===== config.mk =====
export PLATFORM = sky130hd
export DESIGN_NAME = vote_packet_processor
export DESIGN_NICKNAME = d
export VERILOG_FILES = /design/src/rtl/vote_packet_processor.sv
export SDC_FILE = /design/constraint.sdc
export NUM_CORES = 1
export LEC_CHECK = 0
export ABC_AREA = 1
export BUFFER_PORTS_ARGS = -buffer_cell sky130_fd_sc_hd__buf_2
export CAP_MARGIN = 25
export CORE_MARGIN = 2
export CORE_UTILIZATION = 35
export CTS_CLUSTER_SIZE = 16
export DETAILED_ROUTE_END_ITERATION = 8
export PLACE_DENSITY = 0.48
export SYNTH_ARGS = -nofsm -noshare
export SYNTH_HDL_FRONTEND = slang
export SYNTH_SLANG_ARGS = --single-unit

===== constraint.sdc =====
create_clock -name clk_in -period 2.2 [get_ports clk_in]
set_input_delay 0.44 -clock clk_in [delete_from_list [all_inputs] [get_ports clk_in]]
set_output_delay 0.44 -clock clk_in [all_outputs]
set_load 0.03 [all_outputs]

===== src/rtl/vote_packet_processor.sv =====
`default_nettype none
// ==========================================================================
// vote_packet_processor: framed vote packet parser with XOR checksum,
// candidate range check, inter-byte timeout and valid/stall output hold.
// Revision: 1.0
// ==========================================================================
module vote_packet_processor #(
  parameter int         NUM_CANDIDATES  = 4,
  parameter int         CANDIDATE_WIDTH = (NUM_CANDIDATES > 1) ? $clog2(NUM_CANDIDATES) : 1,
  parameter int         VOTER_ID_BYTES  = 2,
  parameter logic [7:0] SYNC_BYTE       = 8'hA5,
  parameter int         TIMEOUT_CYCLES  = 100_000
) (
  input  logic                        clk_in,
  input  logic                        rst_n_in,
  input  logic                        valid_in,
  input  logic [7:0]                  new_byte_in,
  input  logic                        stall_in,
  output logic [CANDIDATE_WIDTH-1:0]  vote_out,
  output logic [8*VOTER_ID_BYTES-1:0] voter_id_out,
  output logic                        valid_vote_out,
  output logic                        checksum_err_out,
  output logic                        range_err_out,
  output logic                        timeout_err_out,
  output logic                        dropped_out
);

  localparam int               ID_W       = 8 * VOTER_ID_BYTES;
  localparam int               TMO_W      = $clog2(TIMEOUT_CYCLES + 1);
  localparam logic [2:0]       ID_LAST    = 3'(VOTER_ID_BYTES - 1);
  localparam logic [TMO_W-1:0] TMO_LAST   = TMO_W'(TIMEOUT_CYCLES - 1);
  localparam logic [8:0]       NUM_CAND_9 = 9'(NUM_CANDIDATES);

  typedef enum logic [2:0] {
    HUNT  = 3'd0,
    ID    = 3'd1,
    CAND  = 3'd2,
    CHECK = 3'd3,
    HOLD  = 3'd4
  } state_t;

  state_t            state_q, state_d;
  logic [ID_W-1:0]   id_q, id_d;
  logic [7:0]        cand_q, cand_d;
  logic [7:0]        csum_q, csum_d;
  logic [2:0]        id_cnt_q, id_cnt_d;
  logic [TMO_W-1:0]  tmo_q, tmo_d;
  logic              valid_q, valid_d;
  logic              chk_err_q, chk_err_d;
  logic              rng_err_q, rng_err_d;
  logic              tmo_err_q, tmo_err_d;
  logic              drop_q, drop_d;

  always_comb begin
    state_d   = state_q;
    id_d      = id_q;
    cand_d    = cand_q;
    csum_d    = csum_q;
    id_cnt_d  = id_cnt_q;
    tmo_d     = tmo_q;
    chk_err_d = 1'b0;
    rng_err_d = 1'b0;
    tmo_err_d = 1'b0;
    drop_d    = 1'b0;

    unique case (state_q)
      HUNT: begin
        if (valid_in && (new_byte_in == SYNC_BYTE)) begin
          state_d  = ID;
          id_cnt_d = '0;
          csum_d   = '0;
          tmo_d    = '0;
        end
      end
      ID: begin
        if (valid_in) begin
          id_d       = id_q << 8;
          id_d[7:0]  = new_byte_in;
          csum_d     = csum_q ^ new_byte_in;
          id_cnt_d   = id_cnt_q + 3'd1;
          if (id_cnt_q == ID_LAST) state_d = CAND;
        end
      end
      CAND: begin
        if (valid_in) begin
          cand_d  = new_byte_in;
          csum_d  = csum_q ^ new_byte_in;
          state_d = CHECK;
        end
      end
      CHECK: begin
        // Checksum failure masks any range error on the same packet.
        if (valid_in) begin
          if (new_byte_in != csum_q) begin
            chk_err_d = 1'b1;
            state_d   = HUNT;
          end else if ({1'b0, cand_q} >= NUM_CAND_9) begin
            rng_err_d = 1'b1;
            state_d   = HUNT;
          end else begin
            state_d   = HOLD;
          end
        end
      end
      HOLD: begin
        drop_d = valid_in;
        if (!stall_in) state_d = HUNT;
      end
      default: state_d = HUNT;
    endcase

    // A byte arriving on the terminal idle cycle wins over the timeout.
    if ((state_q == ID) || (state_q == CAND) || (state_q == CHECK)) begin
      if (valid_in) begin
        tmo_d = '0;
      end else if (tmo_q == TMO_LAST) begin
        tmo_err_d = 1'b1;
        state_d   = HUNT;
        tmo_d     = '0;
      end else begin
        tmo_d = tmo_q + 1'b1;
      end
    end

    valid_d = (state_d == HOLD);
  end

  always_ff @(posedge clk_in or negedge rst_n_in) begin
    if (!rst_n_in) begin
      state_q   <= HUNT;
      id_q      <= '0;
      cand_q    <= '0;
      csum_q    <= '0;
      id_cnt_q  <= '0;
      tmo_q     <= '0;
      valid_q   <= 1'b0;
      chk_err_q <= 1'b0;
      rng_err_q <= 1'b0;
      tmo_err_q <= 1'b0;
      drop_q    <= 1'b0;
    end else begin
      state_q   <= state_d;
      id_q      <= id_d;
      cand_q    <= cand_d;
      csum_q    <= csum_d;
      id_cnt_q  <= id_cnt_d;
      tmo_q     <= tmo_d;
      valid_q   <= valid_d;
      chk_err_q <= chk_err_d;
      rng_err_q <= rng_err_d;
      tmo_err_q <= tmo_err_d;
      drop_q    <= drop_d;
    end
  end

  assign vote_out         = cand_q[CANDIDATE_WIDTH-1:0];
  assign voter_id_out     = id_q;
  assign valid_vote_out   = valid_q;
  assign checksum_err_out = chk_err_q;
  assign range_err_out    = rng_err_q;
  assign timeout_err_out  = tmo_err_q;
  assign dropped_out      = drop_q;

endmodule
`default_nettype wire


==> run summary <==
Worst path depth: 7
PD cells: 1120 nW/um^2
Max Clk Rate: 600 MHz
critical path cell sequence: ha_1 > nand2_1 > nor2_2 > inv_1 > nor2_1 > nand3_1 > o21a_1
Total Routing Usage GR: 16.3%
Final period util: 75.7%
worst-case clock buffer depth: 2
worst r2r src: tmo_q[0]
later-pin clock latency in the skew report: 0.34 ns
Max Used Layer: met4
Mapped Nets: 397
M1 WL: 3690 um
Die Ht: 98.8 um
post-route clock skew: 0.0104 ns
Syn Inst Count: 382
final net count: 435
final WL: 7410 um
async set-reset flop share out of synthesis: 100%
GRT Residual Overflow: 0
Psw: 1.74 mW
PortBufs: 34
Pre-antenna DRT Iters: 4
first-pass GRT wire length: 12600 um
initial antenna violation count: 0
measured slew at the worst slew-check pin: 0.608 ns
Switching Fraction: 43.0%
Routed Antenna Nets: 0
Reg2Reg Depth: 7
core box area: 8720 sq um
Arr. time, crit path: 1.90 ns
Initial Util: 36.1%
Mean Syn Cell Area: 8.24 sq um
IO Count: 35
metal3 WL: 376 um
Core Util, Final: 41.1%
P&R area growth vs syn: 14.0%
number of global-route vias before repair: 2487
cts hold-fix bufs: 0
internal power: 2.30 mW
routed len/inst: 13.9 um
HP Class: input port to async pin
Worst EP required: 2.43 ns
final setup margin: 0.534 ns
CP Capture Type: flop
Setup TNS: 0 ns
metal2 WL: 3280 um
Reg power frac: 39.9%
clock power share: 21.2%
H-tree depth: 3
FF-to-FF setup slack: 0.53 ns
Place WS: 0.338 ns
Inst Count DP: 517
Final Instance Count excl. Fillers: 533
endpoints failing setup: 0
RSZ-0062 raised after global routing: no
Tot Pwr: 4.04 mW
Comb pwr share: 38.9%
Core Rows: 34
post-synthesis register bit count: 60
Resized Gates After CTS: 0
drt via density: 4.87
crit path max-delay cell type: dfrtp_1
largest net degree at the start of global routing: 38
leakage: 1.79 nW
DRT iter0 DRCs: 158
top cell family by delay on the critical path: simple AND/OR/NAND/NOR gates
Final GP Congestion: 0.890
die width: 98.8 um
DRC viols: 0
sequential area share after synthesis: 47.7%
die area: 9770 sq um
Crit Path Class: flop to flop
Synth cell types: 32
CTS tree: yes
HPWL after DPL: 5470 um
Clock transition at path regs: 0.07 ns
max cap viols: 0
RR Endpoint: state_q[1]
worst-path maximum fanout: 6
Peak supply drop: 0.000513 V
crit path capture: state_q[1]
Final Hold Viols: 0
Post-CTS Setup Inserts: 0
CTS root buf: clkbuf_8
Inserted Clock Buffers: 9
status: finished clean
Rel. slew slack: 59.5%
layout cell share with drive strength beyond 1: 19.5%
EDFF count, synth: 0
FILL cells: 881
Worst Setup SP: tmo_q[0]
Vias: 2597
YS warnings: 0
CTS Sinks: 60
n_diodes: 0
startpoint types: flop
prevailing post-synth register cell: dfrtp_1
Slew Limit Fails: 0
CP peak stage delay: 0.38 ns
Tmin final: 1.67 ns
Post-Syn Area: 3150 sq um
Crit path buffers/inverters: 1
==> area by class of cell <==
| cell class | instances | area, sq um | share of cell area, % |
|---|---|---|---|
| sequential | 60 | 1500 | 41.8 |
| multi-input combinational | 264 | 1400 | 39.0 |
| timing repair buffer | 37 | 205 | 5.72 |
| inverter | 48 | 180 | 5.02 |
| tap | 108 | 135 | 3.77 |
| clock buffer | 9 | 124 | 3.45 |
| clock inverter | 7 | 43.8 | 1.22 |
==> routing by layer <==
layer / track usage [%] / vias to the layer above
li1: - / 1317
met1: 24.2 / 1198
met2: 23.0 / 76
met3: 4.82 / 6
met4: 4.64 / 0
met5: 0 / -
==> registers in the layout, summed over array words and instances (netlist names), 3 cells and up <==
register      flops
voter_id_out     16
tmo_q            17
cand_q            8
csum_q            8
id_cnt_q          3
state_q           3
==> cell families (layout without fill, tap and decap cells) <==
group                    Yosys count  count (layout)  share of synthesized area, %
AO/OA/AOI/OAI                     46              46                          8.66
XOR/XNOR                          12              12                          3.34
adder cells (fa/ha/maj)            3               3                          1.19
buffers and inverters             58             101                          7.87
flip-flops                        60              60                          47.7
multiplexers                       7               7                          2.62
AND/OR/NAND/NOR                  196             196                          28.6
==> cell usage after synthesis, types with 2 or more instances <==
| library cell | count | area, sq um |
|---|---|---|
| a21oi_1 | 7 | 35.0 |
| buf_2 | 3 | 15.0 |
| buf_4 | 3 | 22.5 |
| buf_6 | 2 | 22.5 |
| clkbuf_1 | 2 | 7.51 |
| dfrtp_1 | 60 | 1500 |
| ha_1 | 3 | 37.5 |
| inv_1 | 44 | 165 |
| inv_2 | 4 | 15.0 |
| mux2_2 | 6 | 67.6 |
| nand2_1 | 96 | 360 |
| nand2_2 | 2 | 12.5 |
| nand2_4 | 3 | 33.8 |
| nand3_1 | 22 | 110 |
| nand4_1 | 21 | 131 |
| nor2_1 | 38 | 143 |
| nor2_2 | 4 | 25.0 |
| nor3_1 | 7 | 35.0 |
| o21ai_0 | 22 | 110 |
| o21ai_1 | 5 | 25.0 |
| o21ai_2 | 7 | 61.3 |
| xnor2_1 | 4 | 35.0 |
| xor2_1 | 8 | 70.1 |
==> worst reg2reg max path, stage by stage (launching register included) <==
cell,delay (ns)
dfrtp_1,0.38
ha_1,0.22
nand2_1,0.12
nor2_2,0.20
inv_1,0.06
nor2_1,0.11
nand3_1,0.23
o21a_1,0.25
==> power groups by stage <==
stage / clock network (mW) / logic, mW / registers (mW)
floorplan: 0 / 0.950 / 1.87
detailed placement: 0 / 1.59 / 1.63
CTS: 0.892 / 1.59 / 1.62
finish: 0.855 / 1.57 / 1.61
global placement: 0 / 1.58 / 1.62
global route: 0.937 / 1.76 / 1.66
==> worst min-delay path by stage <==
| stage | slack (ns) | to | startpoint | cells past startpoint |
|---|---|---|---|---|
| floorplan | 0.14 | cand_q[0] | rst_n_in | 0 |
| global placement | 0.46 | cand_q[0] | cand_q[0] | 2 |
| detailed placement | 0.47 | voter_id_out[13] | voter_id_out[13] | 2 |
| CTS | 0.11 | tmo_q[7] | rst_n_in | 1 |
| global route | 0.14 | voter_id_out[9] | rst_n_in | 1 |
| finish | 0.11 | tmo_q[7] | rst_n_in | 1 |
==> stage by stage <==
step           hold slack [ns]  cell area, sq um
2_1_floorplan            0.144              3150
3_3_place_gp             0.462              3420
3_5_place_dp             0.470              3420
4_1_cts                  0.108              3590
5_1_grt                  0.137              3590
6_report                 0.107              3590
==> placed cells by master (no fill, tap or decap), drive strengths merged <==
cell      synthesis  layout
o211ai            1       1
ha                3       3
a2bb2oi           1       1
nand4            23      23
mux2              7       7
dfrtp            60      60
clkinvlp          0       2
xor2              8       8
buf               8      37
o21a              1       1
nor3              8       8
o41ai             1       1
nand3            22      22
a21oi             7       7
o2111ai           1       1
nand2           101     101
clkinv            0       5
nor2             42      42
inv              48      48
xnor2             4       4
o21ai            34      34
clkbuf            2       9
(Power assumes the default switching activity.)
